`src/rtl/icache_cmd_dispatch_if.sv`:
```
// Trace-record input and L1 instruction-cache command bus for icache_cmd_dispatch.
// Latency: n/a (signal bundle only).
// Backpressure: in_valid/in_ready on the trace side, c_write/c_processing on the cache side.
interface icache_cmd_dispatch_if;
  // trace record side
  logic        in_valid;
  logic        in_ready;
  logic [3:0]  in_code;
  logic [59:0] in_addr;
  // cache command side
  logic        c_write;
  logic [2:0]  c_command;
  logic [59:0] c_address;
  logic        c_processing;

  // Environment: produces trace records and plays the cache.
  modport master (
    output in_valid, in_code, in_addr, c_processing,
    input  in_ready, c_write, c_command, c_address
  );

  // Dispatcher: consumes trace records and drives cache commands.
  modport slave (
    input  in_valid, in_code, in_addr, c_processing,
    output in_ready, c_write, c_command, c_address
  );
endinterface

```
`src/rtl/icache_cmd_dispatch.sv`:
```
// Buffers trace records in a FIFO, maps them to L1 icache commands and issues them one at a time.
// Latency: record at FIFO head is popped in IDLE; c_write rises the next cycle; >=4 cycles per command.
// Backpressure: in_ready = !full from the registered count; cache busy (c_processing) holds off pops.
module icache_cmd_dispatch #(
  parameter int DEPTH   = 16,
  parameter int TIMEOUT = 1024
) (
  input  logic                     clk,
  input  logic                     rst,
  icache_cmd_dispatch_if.slave     bus,
  output logic                     print_req,
  output logic [31:0]              issued_cnt,
  output logic [31:0]              dropped_cnt,
  output logic [$clog2(DEPTH):0]   fifo_count,
  output logic                     idle,
  output logic                     timeout_err
);

  localparam int AW = $clog2(DEPTH);
  localparam int CW = AW + 1;
  localparam int TW = $clog2(TIMEOUT) + 1;

  localparam logic [2:0] S_IDLE      = 3'd0;
  localparam logic [2:0] S_ISSUE     = 3'd1;
  localparam logic [2:0] S_WAIT_ACK  = 3'd2;
  localparam logic [2:0] S_WAIT_DONE = 3'd3;
  localparam logic [2:0] S_HALT      = 3'd4;

  localparam logic [3:0] CODE_READ  = 4'd2;
  localparam logic [3:0] CODE_CLEAR = 4'd8;
  localparam logic [3:0] CODE_PRINT = 4'd9;

  localparam logic [2:0] CMD_READ  = 3'd0;
  localparam logic [2:0] CMD_CLEAR = 3'd3;

  logic [3:0]    code_mem [DEPTH];
  logic [59:0]   addr_mem [DEPTH];
  logic [AW-1:0] wr_ptr;
  logic [AW-1:0] rd_ptr;

  logic [2:0]    state;
  logic [TW-1:0] timer;
  logic          c_write_q;
  logic [2:0]    c_command_q;
  logic [59:0]   c_address_q;

  logic          push;
  logic          pop;
  logic          fifo_full;
  logic          fifo_empty;
  logic [3:0]    head_code;
  logic [59:0]   head_addr;
  logic          timer_expired;

  assign fifo_full     = (fifo_count == CW'(DEPTH));
  assign fifo_empty    = (fifo_count == '0);
  assign bus.in_ready  = !fifo_full;
  assign push          = bus.in_valid && !fifo_full;
  // Only the dispatcher pops, and only while the cache is not busy.
  assign pop           = (state == S_IDLE) && !fifo_empty && !bus.c_processing;
  assign head_code     = code_mem[rd_ptr];
  assign head_addr     = addr_mem[rd_ptr];
  assign timer_expired = (timer == TW'(TIMEOUT - 1));

  assign bus.c_write   = c_write_q;
  assign bus.c_command = c_command_q;
  assign bus.c_address = c_address_q;
  assign idle          = (state == S_IDLE) && fifo_empty;

  // FIFO storage write; contents need no reset since count gates every read.
  always_ff @(posedge clk) begin
    if (push) begin
      code_mem[wr_ptr] <= bus.in_code;
      addr_mem[wr_ptr] <= bus.in_addr;
    end
  end

  // FIFO pointers and occupancy; pointers wrap naturally with power-of-2 depth.
  always_ff @(posedge clk) begin
    if (rst) begin
      wr_ptr     <= '0;
      rd_ptr     <= '0;
      fifo_count <= '0;
    end else begin
      if (push) wr_ptr <= wr_ptr + 1'b1;
      if (pop)  rd_ptr <= rd_ptr + 1'b1;
      case ({push, pop})
        2'b10:   fifo_count <= fifo_count + 1'b1;
        2'b01:   fifo_count <= fifo_count - 1'b1;
        default: fifo_count <= fifo_count;
      endcase
    end
  end

  // Dispatch FSM: decode head record, strobe the cache, then track ack/completion with a watchdog.
  always_ff @(posedge clk) begin
    if (rst) begin
      state       <= S_IDLE;
      timer       <= '0;
      c_write_q   <= 1'b0;
      c_command_q <= 3'd0;
      c_address_q <= 60'd0;
      print_req   <= 1'b0;
      issued_cnt  <= 32'd0;
      dropped_cnt <= 32'd0;
      timeout_err <= 1'b0;
    end else begin
      print_req <= 1'b0;
      case (state)
        S_IDLE: begin
          if (pop) begin
            case (head_code)
              CODE_READ: begin
                c_command_q <= CMD_READ;
                c_address_q <= head_addr;
                c_write_q   <= 1'b1;
                state       <= S_ISSUE;
              end
              CODE_CLEAR: begin
                c_command_q <= CMD_CLEAR;
                c_address_q <= head_addr;
                c_write_q   <= 1'b1;
                state       <= S_ISSUE;
              end
              CODE_PRINT: print_req   <= 1'b1;
              default:    dropped_cnt <= dropped_cnt + 32'd1;
            endcase
          end
        end
        S_ISSUE: begin
          // The cache samples the strobe on this edge; it lasts exactly one cycle.
          c_write_q  <= 1'b0;
          issued_cnt <= issued_cnt + 32'd1;
          timer      <= '0;
          state      <= S_WAIT_ACK;
        end
        S_WAIT_ACK: begin
          // Timer counts every cycle spent waiting, across both wait states.
          timer <= timer + 1'b1;
          if (bus.c_processing) begin
            state <= S_WAIT_DONE;
          end else if (timer_expired) begin
            timeout_err <= 1'b1;
            state       <= S_HALT;
          end
        end
        S_WAIT_DONE: begin
          timer <= timer + 1'b1;
          if (!bus.c_processing) begin
            state <= S_IDLE;
          end else if (timer_expired) begin
            timeout_err <= 1'b1;
            state       <= S_HALT;
          end
        end
        S_HALT: state <= S_HALT;
        default: state <= S_IDLE;
      endcase
    end
  end

endmodule

```
`src/flat_wrapper.sv`:
```
// flat-port wrapper written by rule: the top's interface ports become plain ports
module icache_cmd_dispatch_flat 
#(
  parameter int DEPTH   = 16,
  parameter int TIMEOUT = 1024
)
  (clk, rst, print_req, issued_cnt, dropped_cnt, fifo_count, idle, timeout_err, bus_in_valid, bus_in_code, bus_in_addr, bus_c_processing, bus_in_ready, bus_c_write, bus_c_command, bus_c_address);
  icache_cmd_dispatch_if bus_i ();
  input  logic clk;
  input  logic rst;
  output logic print_req;
  output logic [31:0] issued_cnt;
  output logic [31:0] dropped_cnt;
  output logic [$clog2(DEPTH):0] fifo_count;
  output logic idle;
  output logic timeout_err;
  input wire logic [$bits(bus_i.in_valid)-1:0] bus_in_valid;
  input wire logic [$bits(bus_i.in_code)-1:0] bus_in_code;
  input wire logic [$bits(bus_i.in_addr)-1:0] bus_in_addr;
  input wire logic [$bits(bus_i.c_processing)-1:0] bus_c_processing;
  output wire logic [$bits(bus_i.in_ready)-1:0] bus_in_ready;
  output wire logic [$bits(bus_i.c_write)-1:0] bus_c_write;
  output wire logic [$bits(bus_i.c_command)-1:0] bus_c_command;
  output wire logic [$bits(bus_i.c_address)-1:0] bus_c_address;
  assign bus_i.in_valid = bus_in_valid;
  assign bus_i.in_code = bus_in_code;
  assign bus_i.in_addr = bus_in_addr;
  assign bus_i.c_processing = bus_c_processing;
  assign bus_in_ready = bus_i.in_ready;
  assign bus_c_write = bus_i.c_write;
  assign bus_c_command = bus_i.c_command;
  assign bus_c_address = bus_i.c_address;
  icache_cmd_dispatch #(.DEPTH(DEPTH), .TIMEOUT(TIMEOUT)) u_core (.clk(clk), .rst(rst), .bus(bus_i), .print_req(print_req), .issued_cnt(issued_cnt), .dropped_cnt(dropped_cnt), .fifo_count(fifo_count), .idle(idle), .timeout_err(timeout_err));
endmodule
```
`config.mk`:
```
export PLATFORM = sky130hd
export DESIGN_NAME = icache_cmd_dispatch_flat
export DESIGN_NICKNAME = d
export VERILOG_FILES = /design/src/rtl/icache_cmd_dispatch_if.sv /design/src/rtl/icache_cmd_dispatch.sv /design/src/flat_wrapper.sv
export SDC_FILE = /design/constraint.sdc
export NUM_CORES = 1
export LEC_CHECK = 0
export CORE_MARGIN = 10
export CORE_UTILIZATION = 50
export CTS_CLUSTER_SIZE = 24
export DETAILED_ROUTE_END_ITERATION = 8
export MAX_ROUTING_LAYER = met4
export PLACE_DENSITY = 0.68
export SYNTH_ARGS = -nofsm -noshare
export SYNTH_HDL_FRONTEND = slang
export SYNTH_SLANG_ARGS = --single-unit
```
`constraint.sdc`:
```
create_clock -name clk -period 19.4 [get_ports clk]
set_input_delay 1.94 -clock clk [delete_from_list [all_inputs] [get_ports clk]]
set_output_delay 1.94 -clock clk [all_outputs]
set_load 0.1 [all_outputs]
```
==> impl_metrics.json, run 1 <==
{
  "report.final.slew_viol_count": 0,
  "critPathRequiredTime_ns": 17.46,
  "synth_nets": 2330,
  "start_kind": "register",
  "synth_area_mm2": 0.0450,
  "overflow": 0,
  "ys.flop_type": "edfxtp_1",
  "crit_fanout": 6,
  "cp_top_family": "buffers and inverters",
  "ant_nets": 0,
  "grt_pass1_wl_mm": 149,
  "io_pins": 205,
  "vias": 22200,
  "max_stage_delay_ns": 1.16,
  "crit_chain": "nor4_1 -> nand2_1 -> nor2_1 -> clkdlybuf4s50_1",
  "place_hpwl_mm": 53.6,
  "cts.sinks": 1183,
  "rsz0062_at_grt": "false",
  "finalHoldViolations": 0,
  "multi_input_area_mm2": 0.0106,
  "pre_cts_slack_ns": 14.08,
  "grt_pass1_vias": 23400,
  "worstPathArrival_ns": 3.01,
  "crit_start": "u_core.fifo_count[0]$_SDFFE_PP0P_",
  "track_usage": 0.199,
  "die-height_um": 320,
  "fmax_mhz": 202,
  "endpoint": "idle",
  "synth_cell_types": 53,
  "via_per_inst": 5.91,
  "path_class": "register to output pin",
  "max_slew_margin": 0.143,
  "start_util": 0.507,
  "port_buffers": 203,
  "synth_seq_cells": 1183,
  "crit_buf_inv": 1,
  "seqCellArea_mm2": 0.0339,
  "end_kind": "output pin",
  "filler_cell_count": 6319,
  "core-area_mm2": 0.0888,
  "setup_viol": 0,
  "fin_setup_tns_ns": 0,
  "nets": 2563,
  "synth.yosys.seq_area_share": 0.754,
  "yosys_warnings": 0,
  "worst_slew_pin_slew_ns": 1.28,
  "clkTransAtPathRegs_ns": 0.06,
  "power_density_mw_per_mm2": 117,
  "drtIter0Drc": 2052,
  "hp-class": "register to register",
  "cts_buffers": 115,
  "async_flop_share": 0,
  "drive_gt1_frac": 0.214,
  "clk_latency_ns": 0.68,
  "rr_endpoint": "u_core.bus.c_address[43]$_SDFFE_PP0P_",
  "wirelength_mm": 98.9,
  "dp.cells": 3532,
  "stdcell_count": 3759,
  "num_rows": 109,
  "cts_setup_buffers": 0,
  "synth_edf_count": 1024,
  "syn_area_per_cell_um2": 20.0,
  "wire_per_inst_um": 26.3,
  "worst-r2r-setup-slack_ns": 15.71,
  "netlist_instances": 2251,
  "antenna_found_initial": 10,
  "final_cell_mix": "1024 x edfxtp_1, 315 x mux4_2, 202 x clkdlybuf4s50_1",
  "cp_slowest_cell": "clkdlybuf4s50_1",
  "cap_violations": 0,
  "worst-path-stages": 4,
  "cts_buffer_depth": 3,
  "drc": 0,
  "leakagePower_uw": 0.0160,
  "cts_hold_buffers": 0,
  "grt_max_degree": 142,
  "gp_congestion": 0.786,
  "post-route-period-util": 0.255,
  "final_common_cell": "edfxtp_1",
  "reg2reg_depth": 8,
  "die_w_um": 320,
  "cts_tree": "built",
  "cts.htree.levels": 3,
  "cts_root_buf": "clkbuf_16",
  "setup_slack_ns": 14.45,
  "status": "complete, no violations",
  "layout_min_cycle_time_ns": 4.95,
  "die_area_mm2": 0.102,
  "finalClockSkew_ns": 0.0307,
  "vdd_drop_max_uv": 83.4,
  "syn_to_final_growth_pct": 16.2,
  "first_pass_iters": 7,
  "cts_resized": 0
}
sequential cells by signal, indices dropped and copies added (netlist names), named ones only:
register and count:
u_core.timer 11, u_core.rd_ptr 4, u_core.code_mem 64, u_core.issued_cnt 32, u_core.timeout_err 1, u_core.addr_mem 960, u_core.bus.c_write 1, u_core.bus.c_command 1
u_core.state 3, u_core.print_req 1, u_core.wr_ptr 4, u_core.fifo_count 5, u_core.bus.c_address 60, u_core.dropped_cnt 32
cells in the mapped netlist, drive strengths merged, types with 3 or more instances:
master  count  share of area
nand2b      8         0.0011
buf        44         0.0051
xnor2      16         0.0031
nand2     165          0.014
mux4      315           0.16
nand4      26         0.0038
or3        11         0.0015
edfxtp   1024           0.68
mux2        5         0.0013
nor3       11         0.0013
mux2i       6         0.0013
and4        5        0.00097
nor2b       6        0.00083
clkbuf     76         0.0063
a21oi      83         0.0092
a211oi      3        0.00061
nor2      114         0.0095
nand3      37         0.0041
o21a        3        0.00050
and3       16         0.0022
ha         11         0.0031
nor4        3        0.00042
dfxtp     159          0.071
inv        11        0.00092
a31oi       3        0.00056
o21ai      13         0.0014
xor2       51         0.0099
worst min-delay path: stages (launching register included):
cell     delay, ns
dfxtp_1       0.31
nand2_1       0.05
a21oi_1       0.05
kinds of logic after synthesis:
kind of cell / after synthesis / synth area share
fa+ha+maj: 11 / 0.00306
xor+xnor: 67 / 0.0130
other cells: 1 / 0.0000834
mux: 326 / 0.160
compound gates: 119 / 0.0151
simple gates: 413 / 0.0415
flops: 1183 / 0.754
buf+inv: 131 / 0.0123
per-stage QoR:
step / total power (uW) / hold slack [ns] / instance area (um2) / util
2_1_floorplan: 3700 / 0.441 / 45000 / -
3_3_place_gp: 3940 / 0.446 / 48400 / 0.545
3_5_place_dp: 3960 / 0.446 / 48400 / 0.545
4_1_cts: 6200 / 0.455 / 52200 / 0.588
5_1_grt: 6350 / 0.468 / 52200 / 0.588
6_report: 6130 / 0.454 / 52200 / 0.588
power breakdown:
part           internal, uW  leakage, uW  total, uW  switching, uW
Clock                  1310      0.00189       2250            935
Combinational           441      0.00359        978            537
Sequential             2840       0.0105       2910           62.6
Total                  4600       0.0160       6130           1530
how the worst min path moves through the flow:
stage | end | cells after the start | slack (ns) | start
6_report | u_core.bus.c_address[36]$_SDFFE_PP0P_ | 2 | 0.45 | u_core.bus.c_address[36]$_SDFFE_PP0P_
5_1_grt | u_core.bus.c_address[39]$_SDFFE_PP0P_ | 2 | 0.47 | u_core.bus.c_address[39]$_SDFFE_PP0P_
4_1_cts | u_core.bus.c_address[36]$_SDFFE_PP0P_ | 2 | 0.45 | u_core.bus.c_address[36]$_SDFFE_PP0P_
3_5_place_dp | u_core.bus.c_address[36]$_SDFFE_PP0P_ | 2 | 0.45 | u_core.bus.c_address[36]$_SDFFE_PP0P_
3_3_place_gp | u_core.bus.c_address[10]$_SDFFE_PP0P_ | 2 | 0.45 | u_core.bus.c_address[10]$_SDFFE_PP0P_
2_1_floorplan | u_core.timer[7]$_SDFFE_PP0P_ | 1 | 0.44 | u_core.timer[7]$_SDFFE_PP0P_
metal layers:
metal  global-route usage  share of wire  up-vias
met1                0.250           0.40    11700
li1                     -              -     9567
met2                0.334           0.51      747
met5                    -              0        -
met4               0.0456          0.021        0
met3               0.0377          0.064      154
final cells by class:
cell class              count  share of cell area
multi-input cells         937               0.203
clock buffers             136              0.0580
repair buffers            236              0.0441
well taps                1165              0.0279
diodes                      9            0.000431
inverters                  11            0.000790
clock inverters            82              0.0160
flip-flops and latches   1183               0.650
(Power assumes the default switching activity.)
==> run 2, diff against run 1 <==
- clock period: 19.4 -> 4.9 ns (I/O delays scaled with it)
==> impl_metrics.json, run 2 (synthesized netlist as in run 1, its figures left out) <==
{
  "status": "complete, no violations",
  "highest_layer": "met4",
  "post-route-util": 0.593,
  "final_common_cell": "edfxtp_1",
  "start_kind": "register",
  "drtIter0Drc": 2198,
  "cp_slowest_cell": "dfxtp_1",
  "p_int_uw": 18300,
  "start_util": 0.507,
  "ant_nets": 0,
  "power_density_mw_per_mm2": 462,
  "die_area_mm2": 0.102,
  "overflow": 0,
  "critPathRequiredTime_ns": 5.48,
  "cts_hold_buffers": 0,
  "die_w_um": 320,
  "cts.htree.levels": 3,
  "cts_buffer_depth": 3,
  "layout_min_cycle_time_ns": 3.64,
  "final_cell_mix": "1024 x edfxtp_1, 315 x mux4_2, 202 x clkdlybuf4s50_1",
  "via_per_inst": 5.95,
  "cts_setup_buffers": 0,
  "wl_met3_mm": 6.89,
  "cts.sinks": 1183,
  "clk_latency_ns": 0.70,
  "fmax_mhz": 275,
  "cp_top_family": "compound AO/OA/AOI/OAI gates",
  "switching_share": 0.248,
  "cts_root_buf": "clkbuf_16",
  "vias": 22500,
  "port_buffers": 203,
  "drive_gt1_frac": 0.221,
  "cts_buffers": 113,
  "worst_slew_pin_slew_ns": 1.07,
  "finalHoldViolations": 0,
  "post-route-period-util": 0.743,
  "cts_tree": "built",
  "p_comb_frac": 0.161,
  "wire_per_inst_um": 26.7,
  "cts_resized": 0,
  "max_slew_margin": 0.287,
  "core-area_mm2": 0.0888,
  "first_pass_iters": 5,
  "worstPathArrival_ns": 4.23,
  "report.final.slew_viol_count": 0,
  "syn_to_final_growth_pct": 17.0,
  "setup_viol": 0,
  "num_rows": 109,
  "drc": 0,
  "p_seq_frac": 0.473,
  "rsz0062_at_grt": "false",
  "m1WireLength_mm": 41.2,
  "crit_fanout": 13,
  "stdcell_count": 3789,
  "track_usage": 0.203,
  "largest_reg_flops": 960,
  "wirelength_mm": 101,
  "finalClockSkew_ns": 0.0363,
  "max_stage_delay_ns": 0.88,
  "grt_pass1_vias": 23400,
  "crit_chain": "buf_4 -> mux4_2 -> o22ai_1 -> a211oi_2 -> a31oi_2 -> nand2_1 -> or4_1 -> a21oi_1",
  "leakagePower_uw": 0.0161,
  "vdd_drop_max_uv": 317,
  "grt_pass1_wl_mm": 152,
  "place_hpwl_mm": 55.1,
  "cap_violations": 0,
  "dp.cells": 3556,
  "end_kind": "register",
  "nets": 2585,
  "io_pins": 205,
  "crit_buf_inv": 1,
  "antenna_found_initial": 16,
  "pwr-share-clk": 0.366,
  "wl_met2_mm": 51.0,
  "die-height_um": 320,
  "grt_max_degree": 153,
  "hp-class": "primary input to register",
  "path_class": "register to register",
  "clkTransAtPathRegs_ns": 0.07,
  "gp_congestion": 0.815,
  "top_register": "u_core.addr_mem",
  "power_switching_uw": 6020
}
run 2: changes by cell type in the layout (fill, tap and decap cells not counted), sizes merged:
cell	previous run	this run
clkinv	60	35
diode	9	17
inv	13	15
clkbuf	136	161
bufinv	15	12
clkinvlp	5	4
buf	34	58
run 2: metal layers:
metal	global-route usage	vias to the layer above
li1	-	9624
met1	0.260	12000
met2	0.332	820
met3	0.0388	140
met4	0.0546	0
met5	-	-
run 2: worst paths after layout:
check | start | endpoint | slack [ns] | depth (start not counted)
max | register | u_core.dropped_cnt[31]$_SDFFE_PP0P_ | 1.26 | 8
min | rst | u_core.issued_cnt[0]$_SDFFE_PP0P_ | 0.39 | 2
max reg2reg | register | u_core.dropped_cnt[31]$_SDFFE_PP0P_ | 1.26 | 8
min reg2reg | u_core.bus.c_address[58]$_SDFFE_PP0P_ | u_core.bus.c_address[58]$_SDFFE_PP0P_ | 0.45 | 2
run 2: metrics by stage:
stage / setup TNS, ns / area (um2) / hold WS [ns] / worst slack (ns) / total power, uW
floorplan: -727.68 / 45000 / 0.441 / -1.04 / 14600
detailed placement: 0 / 48700 / 0.446 / 1.22 / 15700
CTS: 0 / 52600 / 0.380 / 1.20 / 24500
global placement: 0 / 48700 / 0.443 / 1.32 / 15600
finish: 0 / 52600 / 0.394 / 1.26 / 24300
global route: 0 / 52600 / 0.445 / 0.884 / 25100
run 2: power groups by stage:
stage,Sequential [uW],Combinational [uW],Clock [uW]
after global routing,11500,4190,9430
final,11500,3910,8890
after CTS,11500,3980,9050
after global placement,11700,3900,0
after floorplan,12000,2610,0
after detailed placement,11700,3970,0
run 2: cell type report:
type | instances | area (um2)
inverters | 11 | 41.3
flip-flops and latches | 1183 | 33900
clock inverters | 55 | 632
diodes | 17 | 42.5
multi-input cells | 937 | 10600
fillers | 6278 | 36200
repair buffers | 260 | 2650
clock buffers | 161 | 3210
well taps | 1165 | 1460
==> run 3, diff against run 2 <==
- PLACE_DENSITY: 0.68 -> 0.71
- clock period: 4.9 -> 3.1 ns (I/O delays scaled with it)
==> impl_metrics.json, run 3 (synthesized netlist as in run 1, its figures left out) <==
{
  "die-height_um": 320,
  "use_met1": 0.269,
  "core-area_mm2": 0.0888,
  "ant_nets": 0,
  "hold_end": "u_core.fifo_count[4]$_SDFFE_PP0P_",
  "cts_buffer_depth": 3,
  "clkTransAtPathRegs_ns": 0.07,
  "filler_cell_count": 6062,
  "wirelength_mm": 103,
  "grt_max_degree": 74,
  "worst-r2r-setup-slack_ns": 0.25,
  "nets": 2596,
  "setup_viol": 0,
  "status": "complete, no violations",
  "cts_root_buf": "clkbuf_16",
  "first_pass_iters": 5,
  "cts.sinks": 1183,
  "grtUsageMet3": 0.0452,
  "place_hpwl_mm": 52.1,
  "cts_hold_buffers": 0,
  "rsz0062_at_grt": "false",
  "grt_pass1_wl_mm": 152,
  "path_class": "register to register",
  "track_usage": 0.205,
  "vdd_drop_max_uv": 504,
  "reg2reg_depth": 14,
  "syn_to_final_growth_pct": 17.5,
  "finalHoldViolations": 0,
  "via_per_inst": 5.98,
  "post-route-util": 0.595,
  "layout_min_cycle_time_ns": 2.85,
  "max_slew_margin": 0.328,
  "final_common_cell": "edfxtp_1",
  "post-route-period-util": 0.918,
  "whs_path_depth": 2,
  "clk_latency_ns": 0.71,
  "cts_tree": "built",
  "rr_endpoint": "u_core.fifo_count[4]$_SDFFE_PP0P_",
  "grt.busiest_layer": "met2",
  "postLayoutCellArea_mm2": 0.0529,
  "die_w_um": 320,
  "leakagePower_uw": 0.0165,
  "hp-start": "rst",
  "start_kind": "register",
  "antenna_found_initial": 17,
  "finalPower_uw": 38800,
  "fmax_mhz": 351,
  "start_util": 0.507,
  "worst_slew_pin_slew_ns": 1.00,
  "die_area_mm2": 0.102,
  "finalClockSkew_ns": 0.0444,
  "largest_reg_flops": 960,
  "io_pins": 205,
  "report.final.slew_viol_count": 0,
  "final_cell_mix": "1024 x edfxtp_1, 315 x mux4_2, 160 x nand2_1",
  "cap_violations": 0,
  "grt_use_met2": 0.323,
  "port_buffers": 203,
  "drive_gt1_frac": 0.272,
  "gp_congestion": 0.748,
  "critPathRequiredTime_ns": 3.68,
  "end_kind": "register",
  "vias": 22700,
  "drc": 0,
  "crit_fanout": 10,
  "wire_per_inst_um": 27.0,
  "top_register": "u_core.addr_mem",
  "drtIter0Drc": 2453,
  "cts_buffers": 114,
  "num_rows": 109,
  "crit_start": "u_core.fifo_count[2]$_SDFFE_PP0P_",
  "grt_pass1_vias": 23300,
  "r2r_start": "u_core.fifo_count[2]$_SDFFE_PP0P_",
  "cts.htree.levels": 3,
  "placed_area_mm2": 0.0489,
  "worstPathArrival_ns": 3.42,
  "power_density_mw_per_mm2": 734,
  "overflow": 0,
  "hp-class": "primary input to register"
}
run 3: cell count changes in the layout (fill, tap and decap cells not counted), moves of 5 or more:
cell	before	now
clkdlybuf4s50_1	202	105
clkbuf_8	14	5
clkinv_2	14	28
buf_12	15	36
nand2_1	165	160
nand2_8	0	5
clkbuf_1	31	19
dfxtp_1	155	146
buf_4	42	128
dfxtp_2	0	5
run 3: cell type report:
type | count | area (um2) | area share
Tap cell | 1165 | 1460 | 0.0276
Multi-Input combinational cell | 937 | 10700 | 0.203
Sequential cell | 1183 | 34000 | 0.643
Timing Repair Buffer | 270 | 2740 | 0.0519
Clock inverter | 77 | 836 | 0.0158
Antenna cell | 16 | 40.0 | 0.000757
Inverter | 11 | 41.3 | 0.000781
Clock buffer | 140 | 3040 | 0.0576
run 3: worst max path at each step:
| stage | to | cells past startpoint |
|---|---|---|
| after floorplan | u_core.addr_mem[3][0]$_DFFE_PP_ | 7 |
| after global placement | u_core.fifo_count[4]$_SDFFE_PP0P_ | 12 |
| after detailed placement | u_core.fifo_count[4]$_SDFFE_PP0P_ | 12 |
| after CTS | u_core.fifo_count[4]$_SDFFE_PP0P_ | 13 |
| after global routing | u_core.fifo_count[4]$_SDFFE_PP0P_ | 14 |
| final | u_core.fifo_count[4]$_SDFFE_PP0P_ | 14 |
run 3: critical path: stages, from the launching register on:
cell	delay [ns]
dfxtp_4	0.38
nor4_4	0.26
buf_4	0.19
nand2_8	0.05
and2_4	0.23
inv_1	0.11
ha_2	0.25
xor2_1	0.09
ha_1	0.18
a21oi_1	0.29
nor3b_1	0.11
o21ai_0	0.24
a21oi_1	0.12
xnor2_1	0.15
nor2_1	0.05
run 3: metrics by stage:
stage | setup slack [ns] | TNS (ns) | hold WS (ns) | std cells
after detailed placement | 0.174 | 0 | 0.446 | 3565
after floorplan | -0.339 | -85.70 | 0.409 | 2251
after global placement | 0.232 | 0 | 0.444 | 3565
final | 0.254 | 0 | 0.0936 | 3799
after global routing | 0.0464 | 0 | 0.111 | 3798
after CTS | 0.196 | 0 | 0.0556 | 3782
run 3: routing by layer:
layer,part of all wire,wire length [um]
met1,0.40,41500
met2,0.49,50700
met3,0.084,8630
met4,0.018,1840
met5,0,0
run 3: what timing repair did:
| item | CTS | global route |
|---|---|---|
| buffers inserted | 0 | 1 |
| endpoints found under the setup margin | 0 | 1 |
| endpoints found under the hold margin | 0 | 0 |
| gates resized for setup | 0 | 1 |
run 3: report_power, final:
| group | switching (uW) | internal (uW) | leakage [uW] |
|---|---|---|---|
| registers | 316 | 17800 | 0.0105 |
| logic | 3500 | 3010 | 0.00407 |
| clock network | 5870 | 8320 | 0.00190 |
| total | 9690 | 29100 | 0.0165 |
